[src/rtl/ram_arb_pkg.sv]
// Shared definitions for the RAM port arbiter: default RAM geometry,
// FSM state encoding and the round-robin pick helper used by rr_grant.
// The helper is sized for the largest supported requester count (8).
package ram_arb_pkg;

  localparam int AW_DEF = 10;
  localparam int DW_DEF = 18;
  localparam int MAXREQ = 8;

  typedef enum logic {
    ARB    = 1'b0,
    LOCKED = 1'b1
  } arb_state_t;

  // One-hot grant: first valid requester scanning upward from ptr, wrapping mod n
  function automatic logic [MAXREQ-1:0] rr_pick(input logic [MAXREQ-1:0] valid,
                                                input logic [2:0]        ptr,
                                                input int                n);
    logic [MAXREQ-1:0] g;
    logic              found;
    logic [2:0]        idx;
    g     = '0;
    found = 1'b0;
    for (int k = 0; k < MAXREQ; k++) begin
      idx = 3'((int'(ptr) + k) % n);
      if (k < n && !found && valid[idx]) begin
        g[idx] = 1'b1;
        found  = 1'b1;
      end
    end
    return g;
  endfunction

endpackage

[src/rtl/rr_grant.sv]
// Combinational round-robin priority picker.
// Latency: zero cycles (pure combinational).
// Backpressure: none; the grant is only a function of valid and pointer.
module rr_grant
  import ram_arb_pkg::*;
#(
  parameter int NREQ = 4,
  parameter int PW   = $clog2(NREQ)
) (
  input  logic [NREQ-1:0] i_valid,
  input  logic [PW-1:0]   i_ptr,
  output logic [NREQ-1:0] o_gnt,
  output logic [PW-1:0]   o_id
);

  logic [MAXREQ-1:0] w_gnt8;

  assign w_gnt8 = rr_pick(MAXREQ'(i_valid), 3'(i_ptr), NREQ);
  assign o_gnt  = NREQ'(w_gnt8);

  // Encode the one-hot grant into a requester index
  always_comb begin
    o_id = '0;
    for (int i = 0; i < NREQ; i++) begin
      if (o_gnt[i]) o_id = PW'(i);
    end
  end

endmodule

[src/rtl/ram_port_arbiter.sv]
// Round-robin arbiter sharing one synchronous RAM port among NREQ requesters.
// Latency: RAM signals registered on accept; read data returns 1+RAM_LAT cycles after accept.
// Backpressure: req_ready is one-hot and combinational; a locked owner excludes everyone else.
module ram_port_arbiter
  import ram_arb_pkg::*;
#(
  parameter int NREQ      = 4,
  parameter int AW        = AW_DEF,
  parameter int DW        = DW_DEF,
  parameter int RAM_LAT   = 1,
  parameter int MAX_BURST = 8
) (
  input  logic               clk,
  input  logic               rst,
  input  logic [NREQ-1:0]    req_valid,
  output logic [NREQ-1:0]    req_ready,
  input  logic [NREQ-1:0]    req_we,
  input  logic [NREQ-1:0]    req_lock,
  input  logic [NREQ*AW-1:0] req_addr,
  input  logic [NREQ*DW-1:0] req_wdata,
  output logic [NREQ-1:0]    rsp_valid,
  output logic [DW-1:0]      rsp_rdata,
  output logic [AW-1:0]      ram_addr,
  output logic [DW-1:0]      ram_data,
  output logic               ram_we,
  input  logic [DW-1:0]      ram_q,
  output logic               busy
);

  localparam int PW = $clog2(NREQ);
  localparam int CW = $clog2(MAX_BURST + 1);

  arb_state_t      r_state;
  logic [PW-1:0]   r_ptr;
  logic [PW-1:0]   r_owner;
  logic [CW-1:0]   r_cnt;
  logic [AW-1:0]   r_ram_addr;
  logic [DW-1:0]   r_ram_data;
  logic            r_ram_we;
  logic [RAM_LAT:0] r_pl_vld;
  logic [PW-1:0]   r_pl_id [RAM_LAT+1];
  logic [NREQ-1:0] r_rsp_valid;
  logic [DW-1:0]   r_rsp_rdata;

  logic [NREQ-1:0] w_pick_gnt;
  logic [PW-1:0]   w_pick_id;
  logic [NREQ-1:0] w_ready;
  logic [PW-1:0]   w_id;
  logic [PW-1:0]   w_id_nxt;
  logic            w_acc;
  logic            w_we;
  logic            w_lock;
  logic            w_last;

  rr_grant #(
    .NREQ (NREQ),
    .PW   (PW)
  ) u_rr_grant (
    .i_valid (req_valid),
    .i_ptr   (r_ptr),
    .o_gnt   (w_pick_gnt),
    .o_id    (w_pick_id)
  );

  // Grant selection: round-robin pick in ARB, owner only while LOCKED, nothing in reset
  always_comb begin
    w_ready = '0;
    w_id    = w_pick_id;
    if (r_state == LOCKED) begin
      w_id             = r_owner;
      w_ready[r_owner] = req_valid[r_owner];
    end else begin
      w_ready = w_pick_gnt;
    end
    if (!rst) w_ready = '0;
  end

  // The grant is already masked by valid, so any ready bit is an accepted beat
  assign w_acc     = |w_ready;
  assign w_we      = req_we[w_id];
  assign w_lock    = req_lock[w_id];
  assign w_id_nxt  = (w_id == PW'(NREQ - 1)) ? '0 : w_id + 1'b1;
  assign w_last    = (r_cnt + 1'b1) == CW'(MAX_BURST);
  assign req_ready = w_ready;

  // Arbitration FSM: pointer rotation, burst lock entry, and the three lock exits
  always_ff @(posedge clk) begin
    if (!rst) begin
      r_state <= ARB;
      r_ptr   <= '0;
      r_owner <= '0;
      r_cnt   <= '0;
    end else begin
      case (r_state)
        ARB: begin
          if (w_acc) begin
            r_ptr <= w_id_nxt;
            if (w_lock && MAX_BURST > 1) begin
              r_state <= LOCKED;
              r_owner <= w_id;
              r_cnt   <= CW'(1);
            end
          end
        end
        LOCKED: begin
          // No accept while locked means the owner dropped valid
          if (!w_acc || !w_lock || w_last) begin
            r_state <= ARB;
            r_ptr   <= w_id_nxt;
            r_cnt   <= '0;
          end else begin
            r_cnt <= r_cnt + 1'b1;
          end
        end
        default: r_state <= ARB;
      endcase
    end
  end

  // RAM port drive: address/data hold when idle, write enable only for an accepted write
  always_ff @(posedge clk) begin
    if (!rst) begin
      r_ram_addr <= '0;
      r_ram_data <= '0;
      r_ram_we   <= 1'b0;
    end else begin
      r_ram_we <= w_acc & w_we;
      if (w_acc) begin
        r_ram_addr <= req_addr[w_id*AW +: AW];
        r_ram_data <= req_wdata[w_id*DW +: DW];
      end
    end
  end

  // Read tag pipeline: tracks {valid, id} until ram_q is ready to be captured
  always_ff @(posedge clk) begin
    if (!rst) begin
      r_pl_vld <= '0;
      for (int i = 0; i <= RAM_LAT; i++) r_pl_id[i] <= '0;
    end else begin
      r_pl_vld[0] <= w_acc & ~w_we;
      r_pl_id[0]  <= w_id;
      for (int i = 1; i <= RAM_LAT; i++) begin
        r_pl_vld[i] <= r_pl_vld[i-1];
        r_pl_id[i]  <= r_pl_id[i-1];
      end
    end
  end

  // Response register: one-cycle strobe to the originator, data held between strobes
  always_ff @(posedge clk) begin
    if (!rst) begin
      r_rsp_valid <= '0;
      r_rsp_rdata <= '0;
    end else begin
      r_rsp_valid <= '0;
      if (r_pl_vld[RAM_LAT]) begin
        r_rsp_valid[r_pl_id[RAM_LAT]] <= 1'b1;
        r_rsp_rdata                   <= ram_q;
      end
    end
  end

  assign ram_addr  = r_ram_addr;
  assign ram_data  = r_ram_data;
  assign ram_we    = r_ram_we;
  assign rsp_valid = r_rsp_valid;
  assign rsp_rdata = r_rsp_rdata;
  assign busy      = (r_state == LOCKED) | (|r_pl_vld);

endmodule

[config.mk]
export PLATFORM = sky130hd
export DESIGN_NAME = ram_port_arbiter
export DESIGN_NICKNAME = d
export VERILOG_FILES = /design/src/rtl/ram_arb_pkg.sv /design/src/rtl/rr_grant.sv /design/src/rtl/ram_port_arbiter.sv
export SDC_FILE = /design/constraint.sdc
export NUM_CORES = 1
export LEC_CHECK = 0
export CORE_MARGIN = 3
export CORE_UTILIZATION = 35
export DETAILED_ROUTE_END_ITERATION = 6
export GPL_TIMING_DRIVEN = 1
export PLACE_DENSITY = 0.72
export SYNTH_ARGS = -nofsm -noshare
export SYNTH_HDL_FRONTEND = slang
export SYNTH_SLANG_ARGS = --single-unit
[constraint.sdc]
create_clock -name clk -period 8.6 [get_ports clk]
set_input_delay 0.86 -clock clk [delete_from_list [all_inputs] [get_ports clk]]
set_output_delay 0.86 -clock clk [all_outputs]
set_load 0.005 [all_outputs]
==> impl_metrics.yaml <==
run_status:
  status: "complete, no violations"
cts:
  cts_buffer_depth: 2
  clock_latency_ns: 0.33
  cts_tree: "done"
  cts_root_buf: "clkbuf_8"
  cts_setup_buffers: 0
  numCtsBuffers: 9
  ctsHoldBuffers: 0
  cts_resized: 0
  cts_sinks: 66
  clk_pin_slew_worst_paths_ns: 0.08
  h-tree-depth: 3
timing:
  fin_setup_tns_ns: 0
  skew_ns: 0.00874
  worstMarginPinSlew_ns: 1.27
  rsz0062_at_grt: "false"
  maxSlewViolCount: 0
  fmax_mhz: 209
  final_hold_viol_count: 0
  maxSlewHeadroom_pct: 15.4
  period_share_pct: 55.6
  final-setup-viol-count: 0
  layout_min_cycle_time_ns: 4.78
floorplanning:
  coreArea_mm2: 0.0105
  fp-row-count: 37
  die_x_um: 111
  die_height_um: 111
  die_area_mm2: 0.0123
  io_pins: 200
  start_util_pct: 36.5
global_routing:
  grt_util_met3_pct: 5.95
  overflow: 0
  grt_max_degree: 66
  use_met2_pct: 37.5
  grt_use_total_pct: 21.1
  grt_pass1_vias: 4308
  antenna_found_initial: 0
  grt_use_met1_pct: 24.9
  grt_pass1_wl_mm: 21.5
  grt_busiest_layer: "met2"
placement:
  port_buffers: 199
  placed_cell_area_mm2: 0.00591
  place.gp.congestion: 0.836
  dp_hpwl_mm: 9.70
flow_run:
  drv_cap: 0
setup_path:
  critPathMaxStageDelay_ns: 0.62
  critical_path_buf_inv_count: 2
  cp_data_required_time_ns: 7.74
  start_kind: "register"
  path_cells: "inv_1, ha_1, or3b_1, a2111oi_2, o21ai_1, a311oi_1, clkdlybuf4s50_1"
  crit_path_end_kind: "output port"
  critical-path-slowest-cell: "clkdlybuf4s50_1"
  cp.arrival_ns: 3.92
  crit_type: "register to output port"
  cp_max_fo: 8
  critPathTopFamily: "compound AO/OA/AOI/OAI gates"
pwr:
  p_leak_nw: 2.24
  power_density_mw_per_mm2: 344
  ir_worst_vdd_uv: 354
routing:
  drt_iter0_drc: 302
  vias_per_cell: 5.26
  post_drt_wl_per_cell_um: 16.7
  firstDrtPassIters: 4
  routed-via-count: 4198
  wl_mm: 13.3
  drc: 0
  ant_nets: 0
yosys:
  synth_edf_count: 0
  syn_area_per_cell_um2: 8.02
  synth_cells: 479
  syn_area_mm2: 0.00384
  synth.largest_area_cell: "dfxtp_1"
  ys_ff_latch: 66
  yosysTopAreaCellShare_pct: 34.4
  ys_seq_area_share_pct: 34.4
  synthesis.nets: 631
  synth.distinct_cells: 56
  synth_warnings: 0
  synthTopCellsByArea: "dfxtp_1 34%, nand2_1 9.8%, a311o_1 7.3%"
  async_flop_share_pct: 0
  synth-main-ff-cell: "dfxtp_1"
layout:
  design_area_mm2: 0.00614
  drive_above_1_share_pct: 5.14
  area.growth.synth_to_final_pct: 59.8
  nNetsFinal: 809
  insertedDiodeCount: 0
hold_path:
  hp-class: "register to register"
==> cells by family (layout without fill, tap and decap cells) <==
family | Yosys count | in the layout | share of synthesized area [%]
adders and majority gates | 8 | 8 | 2.61
muxes | 23 | 23 | 6.97
xor gates and xnor gates | 1 | 1 | 0.228
AOI/OAI and AO/OA | 133 | 133 | 25.9
and+or+nand+nor | 202 | 202 | 24.8
DFF | 66 | 66 | 34.4
buffers and inverters | 46 | 229 | 5.12
==> Yosys cell counts, types with 2 or more instances <==
library cell and number:
a22oi_2 2, nand3b_1 3, a32o_1 2, and3_1 3
nand2_1 100, ha_1 8, nor2_1 31, a21oi_1 39
dfxtp_1 66, a311o_1 28, a311oi_1 3, buf_4 4
nor3_1 6, clkbuf_1 23, nand2b_1 2, mux4_2 3
a31oi_1 4, nor2b_1 5, and2_1 29, o21ai_1 2
a211oi_1 29, a32oi_1 2, and2_0 5, inv_1 8
nor3b_1 2, buf_1 2, nand3_1 4, a21o_1 3
o21ai_0 7, buf_2 7, mux2i_1 20, or3_1 3
==> layer usage <==
metal	vias to the layer above	part of all wire [%]
met5	-	0
met4	0	1.1
met3	12	6.6
met2	148	52
met1	1959	41
li1	2079	-
==> path summary, 6_finish.rpt <==
path	slack [ns]	to	depth (start not counted)	from
min reg2reg	0.44	r_pl_id[0][3]	1	r_pl_id[0][1]
max	3.82	req_ready[3]	7	r_ptr[0]
max reg2reg	3.97	ram_addr[3]	11	r_ptr[0]
min	0.44	r_pl_id[0][3]	1	r_pl_id[0][1]
==> where the power goes <==
group          switching [W]  internal (W)  leakage [nW]
Sequential         0.0000689      0.000389         0.542
Combinational       0.000747      0.000608          1.58
Clock               0.000127      0.000172         0.112
==> sequential cells by signal, indices dropped and copies added (netlist names) <==
name       count
ram_addr      10
rsp_rdata     18
r_state        1
r_cnt          4
rsp_valid      4
r_owner        2
r_ptr          2
ram_data      18
ram_we         1
r_pl_id        4
r_pl_vld       2
==> cell usage in the layout (no fill, tap or decap), drive strengths merged, types with 3 or more instances in the layout <==
cell           netlist  routed
ha                   8       8
mux4                 3       3
dfxtp               66      66
a311o               28      28
and3                 4       4
nor2                31      31
clkdlybuf4s50        0     199
a21o                 3       3
inv                  9       9
a21oi               39      39
buf                 13       4
a22oi                3       3
o21ai                9       9
a311oi               3       3
a31oi                4       4
and2                34      34
nand3b               3       3
nor3                 6       6
nand2              100     100
clkinv               1       4
clkbuf              23      10
nor2b                5       5
a211oi              29      29
nand3                4       4
or3                  3       3
mux2i               20      20
==> stage by stage <==
stage	instances	utilization [%]	worst slack [ns]	hold slack (ns)	power (W)
5_1_grt	798	58.4	3.56	0.462	0.00231
4_1_cts	798	58.4	3.78	0.441	0.00213
6_report	798	58.4	3.82	0.436	0.00211
3_3_place_gp	782	56.2	3.79	0.417	0.00179
3_5_place_dp	782	56.2	3.73	0.420	0.00182
2_1_floorplan	479	-	5.23	0.412	0.00141
==> final cells by class <==
| type | instances | area [µm²] |
|---|---|---|
| clock buffer | 10 | 138 |
| inverter | 10 | 37.5 |
| clock inverter | 6 | 90.1 |
| multi-input combinational | 367 | 2360 |
| fill | 942 | 4370 |
| tap | 136 | 170 |
| sequential | 66 | 1320 |
| timing repair buffer | 203 | 2020 |
No activity file was read; power rests on OpenSTA's default activity.
